<file path="src/rtl/hazard_ctrl.sv">
// hazard_ctrl: tracks EX/MEM destinations for forwarding and generates stall/flush/hold controls with saturating hazard counters
module hazard_ctrl #(
   parameter int CNT_W = 16
) (
   input  logic             clk,
   input  logic             rst,
   input  logic             id_valid,
   input  logic [4:0]       id_rs1,
   input  logic [4:0]       id_rs2,
   input  logic             id_use_rs1,
   input  logic             id_use_rs2,
   input  logic [4:0]       id_rd,
   input  logic             id_rf_we,
   input  logic             id_wb_sel,
   input  logic             ex_branch_taken,
   input  logic             mem_ready,
   output logic [4:0]       rf_rd_2r,
   output logic [4:0]       rf_rd_3r,
   output logic             wb_sel_3r,
   output logic             stall_if,
   output logic             stall_id,
   output logic             flush_id,
   output logic             hold_ex_mem,
   output logic [CNT_W-1:0] lu_stall_cnt,
   output logic [CNT_W-1:0] mem_stall_cnt,
   output logic [CNT_W-1:0] flush_cnt
);
   typedef enum logic [1:0] {RUN, LU_BUBBLE, MEM_WAIT} state_t;
   state_t           state_q, state_d;
   logic [4:0]       rd_2_q, rd_2_d, rd_3_q, rd_3_d;
   logic             we_2_q, we_2_d, we_3_q, we_3_d;
   logic             wbs_2_q, wbs_2_d, wbs_3_q, wbs_3_d;
   logic [CNT_W-1:0] lu_cnt_q, lu_cnt_d, mem_cnt_q, mem_cnt_d, fl_cnt_q, fl_cnt_d;
   logic             mem_wait, lu_hit, lu_stall, flush, take_id;

   assign mem_wait = we_3_q && wbs_3_q && !mem_ready;
   assign lu_hit   = id_valid && we_2_q && wbs_2_q && rd_2_q != 5'd0 &&
                     ((id_use_rs1 && id_rs1 == rd_2_q) || (id_use_rs2 && id_rs2 == rd_2_q));
   assign flush    = !mem_wait && ex_branch_taken;
   assign lu_stall = !mem_wait && !ex_branch_taken && lu_hit;
   assign take_id  = id_valid && !flush && !lu_stall;

   assign stall_if      = mem_wait || lu_stall;
   assign stall_id      = mem_wait || lu_stall;
   assign flush_id      = flush;
   assign hold_ex_mem   = mem_wait;
   assign rf_rd_2r      = we_2_q ? rd_2_q : 5'd0;
   assign rf_rd_3r      = we_3_q ? rd_3_q : 5'd0;
   assign wb_sel_3r     = wbs_3_q && rf_rd_3r != 5'd0;
   assign lu_stall_cnt  = lu_cnt_q;
   assign mem_stall_cnt = mem_cnt_q;
   assign flush_cnt     = fl_cnt_q;

   // FSM next state: a memory wait dominates; a load-use bubble only starts from RUN and lasts one cycle
   always_comb begin
      state_d = state_q;
      state_d = mem_wait ? MEM_WAIT : (state_q == RUN && lu_stall) ? LU_BUBBLE : RUN;
   end

   // stage advance: both stages freeze on a memory wait, otherwise stage 2 takes ID or a bubble
   always_comb begin
      rd_3_d  = mem_wait ? rd_3_q  : rd_2_q;
      we_3_d  = mem_wait ? we_3_q  : we_2_q;
      wbs_3_d = mem_wait ? wbs_3_q : wbs_2_q;
      rd_2_d  = mem_wait ? rd_2_q  : take_id ? id_rd : 5'd0;
      we_2_d  = mem_wait ? we_2_q  : take_id && id_rf_we;
      wbs_2_d = mem_wait ? wbs_2_q : take_id && id_wb_sel;
   end

   // saturating hazard counters
   always_comb begin
      lu_cnt_d  = (lu_stall && ~&lu_cnt_q)  ? lu_cnt_q + 1'b1  : lu_cnt_q;
      mem_cnt_d = (mem_wait && ~&mem_cnt_q) ? mem_cnt_q + 1'b1 : mem_cnt_q;
      fl_cnt_d  = (flush && ~&fl_cnt_q)     ? fl_cnt_q + 1'b1  : fl_cnt_q;
   end

   // state, stage and counter registers with asynchronous clear
   always_ff @(posedge clk or posedge rst) begin
      if (rst) begin
         state_q   <= RUN;
         rd_2_q    <= '0;
         we_2_q    <= 1'b0;
         wbs_2_q   <= 1'b0;
         rd_3_q    <= '0;
         we_3_q    <= 1'b0;
         wbs_3_q   <= 1'b0;
         lu_cnt_q  <= '0;
         mem_cnt_q <= '0;
         fl_cnt_q  <= '0;
      end else begin
         state_q   <= state_d;
         rd_2_q    <= rd_2_d;
         we_2_q    <= we_2_d;
         wbs_2_q   <= wbs_2_d;
         rd_3_q    <= rd_3_d;
         we_3_q    <= we_3_d;
         wbs_3_q   <= wbs_3_d;
         lu_cnt_q  <= lu_cnt_d;
         mem_cnt_q <= mem_cnt_d;
         fl_cnt_q  <= fl_cnt_d;
      end
   end
endmodule

</file>
<file path="config.mk">
export PLATFORM = sky130hd
export DESIGN_NAME = hazard_ctrl
export DESIGN_NICKNAME = d
export VERILOG_FILES = /design/src/rtl/hazard_ctrl.sv
export SDC_FILE = /design/constraint.sdc
export NUM_CORES = 1
export LEC_CHECK = 0
export BUFFER_PORTS_ARGS = -buffer_cell sky130_fd_sc_hd__buf_2
export CORE_ASPECT_RATIO = 1.5
export CORE_MARGIN = 2
export CORE_UTILIZATION = 55
export CTS_CLUSTER_SIZE = 8
export DETAILED_ROUTE_END_ITERATION = 12
export GPL_TIMING_DRIVEN = 0
export PLACE_DENSITY = 0.87
export SETUP_SLACK_MARGIN = 0.4
export SLEW_MARGIN = 25
export SYNTH_ARGS = -nofsm -noshare
export SYNTH_HDL_FRONTEND = slang
export SYNTH_SLANG_ARGS = --single-unit
</file>
<file path="constraint.sdc">
create_clock -name clk -period 3.7 [get_ports clk]
set_input_delay 0.37 -clock clk [delete_from_list [all_inputs] [get_ports clk]]
set_output_delay 0.37 -clock clk [all_outputs]
set_load 0.02 [all_outputs]
</file>
==> results.yml <==
run_status:
  status: "finished clean"
synth:
  ys_top_cells_by_area: "dfrtp_1 (50%), xnor2_1 (11%), nand4_1 (4.3%)"
  syn_nets: 316
  avgSynthCellArea_um2: 10.7
  syn_inst: 289
  synth_seq_cells: 62
  seq_area_frac_synth: 0.503
  synthFlopType: "dfrtp_1"
  synth_edf_count: 0
  synth_top_area_frac: 0.503
  ys_warn_count: 0
  syn_area_um2: 3080
  synth_most_common_cell: "dfrtp_1"
  ys_types: 46
  synth_common_cells: "dfrtp_1 (62), xnor2_1 (37), nand2_1 (34)"
  async_reset_ff_frac: 1.00
  synth_top_area_cell: "dfrtp_1"
placement:
  globalplace.congestion: 0.759
  placed_cells: 446
  portBuffers: 86
  place_area_um2: 3630
  dp_hpwl_mm: 5.13
timing:
  fin_crit_sh: 0.705
  final_hold_viol_count: 0
  final-max-slew-violation-count: 0
  max_freq_mhz: 383
  maxSlewHeadroom: 0.581
  tns_ns: 0
  min_period_ns: 2.61
  skew_ns: 0.00686
  max_slew.worst_pin.slew_ns: 0.626
  setup_violations: 0
  grt_setup_unrepaired: "false"
clocking:
  cts_resized: 0
  cts_tree: "built"
  insertion_delay_ns: 0.32
  cts_max_level: 3
  cts_made_buffers: 9
  clk_pin_slew_ns: 0.07
  clockBufferDepth: 2
  clock_sink_count: 62
  clock-root-buffer: "clkbuf_8"
floorplan:
  design.die.area_um2: 6230
  ios: 87
  die_w_um: 65.1
  num_rows: 33
  fp.dieH_um: 95.7
  start_util: 0.566
  core_um2: 5450
hold_path:
  min-delay-start: "id_rd[1]"
  hp-class: "primary input to flop"
final_layout:
  fin_util: 0.709
  finalNonFillerCells: 463
  areaGrowthSynthToFinish_pct: 25.3
  drive_above_1_share: 0.316
  antenna_cells: 0
  layout.nets: 415
  final_area_um2: 3860
global_route:
  first_global_vias: 2483
  grt_antenna_before_repair: 0
  track_usage: 0.233
  grt_max_degree: 54
  gr-total-overflow: 0
  grt_pass1_wl_mm: 11.1
route:
  via_count: 2546
  drt_first_pass_iters: 4
  ant_nets: 0
  route.detailed.drc: 0
  routed_wl_mm: 6.89
  post_drt_wl_per_cell_um: 14.9
  detail_route.vias_per_cell: 5.50
  drtIter0Drc: 155
worst_setup_path:
  path_class: "flop to output port"
  critical_path_required_ns: 3.33
  critPathLaunchType: "flop"
  cp.arrival_ns: 2.24
  r2r_start: "lu_stall_cnt[0]"
  critPathMaxFanout: 10
  end_kind: "output port"
  worstSetupStartpoint: "rd_2_q[1]"
pwr:
  power_mw: 1.70
  p_leak_nw: 1.96
  peakVddDrop_mv: 0.462
  p_per_area_nw_per_um2: 440
run:
  cap_violations: 0
through the flow:
stage | hold slack, ns | setup slack, ns
CTS | 0.243 | 1.07
floorplan | 0.431 | 1.68
finish | 0.255 | 1.09
global route | 0.251 | 0.923
detailed placement | 0.289 | 1.47
global placement | 0.442 | 1.12
state kept, by name, summed over array words and instances (netlist names):
register       cells
flush_cnt         16
lu_stall_cnt      16
mem_stall_cnt     16
rd_2_q             5
rd_3_q             5
wbs_2_q            1
wbs_3_q            1
we_2_q             1
we_3_q             1
worst max-delay path: stages (launching register included):
cell and delay, ns:
dfrtp_1 0.48, xnor2_1 0.19, nand4_1 0.13, o22ai_2 0.49, buf_6 0.22, nand2_1 0.05, nand2_1 0.10, buf_4 0.11
buf_2 0.14
layout make-up:
| class | count | area (um2) |
|---|---|---|
| fill | 442 | 1590 |
| clock inverter | 6 | 85.1 |
| timing repair buffer | 88 | 468 |
| inverter | 10 | 40.0 |
| multi-input combinational | 213 | 1470 |
| tap | 70 | 87.6 |
| buffer | 4 | 26.3 |
| sequential | 62 | 1550 |
| clock buffer | 10 | 138 |
power by group:
group	switching (mW)	internal, mW	total, mW
Combinational	0.141	0.103	0.244
Sequential	0.0719	0.731	0.803
Clock	0.257	0.395	0.652
Total	0.470	1.23	1.70
path summary, 6_finish.rpt:
path / to / slack (ns) / cells after the start
setup / recovery: stall_if / 1.09 / 8
hold / removal: rd_2_q[1] / 0.26 / 2
setup reg to reg: lu_stall_cnt[1] / 1.68 / 6
hold reg to reg: rd_3_q[2] / 0.47 / 2
max in group asynchronous: mem_stall_cnt[1] / 2.73 / 4
min in group asynchronous: mem_stall_cnt[7] / 0.49 / 3
timing repair:
item | in CTS | in global routing
endpoints found under the hold margin | 9 | 0
setup endpoints to repair | 0 | 0
setup buffers | 0 | 0
hold buffers | 1 | 0
placed cells by master (no fill, tap or decap), types with 11 or more instances in the layout:
cell type | netlist | routed
nand3_1 | 14 | 14
xnor2_1 | 37 | 37
buf_2 | 0 | 86
nand4_1 | 21 | 21
dfrtp_1 | 62 | 62
nand2_1 | 34 | 34
xor2_1 | 12 | 12
nor2_1 | 15 | 15
and3_1 | 11 | 11
metal layers:
| metal | vias to the layer above | share of wire | track usage |
|---|---|---|---|
| li1 | 1214 | - | - |
| met1 | 1228 | 0.40 | 0.269 |
| met2 | 85 | 0.53 | 0.409 |
| met3 | 19 | 0.044 | 0.0409 |
| met4 | 0 | 0.027 | 0.130 |
| met5 | - | 0 | 0 |
cell families (layout without fill, tap and decap cells):
kind of cell    after synthesis  count (layout)  share of synthesized area
mux                           6               6                     0.0231
xor+xnor                     49              49                      0.139
compound gates               23              23                     0.0657
simple gates                132             132                      0.236
fa+ha+maj                     3               3                     0.0122
flops                        62              62                      0.503
buf+inv                      14             118                     0.0207
No activity file was read; power rests on OpenSTA's default activity.
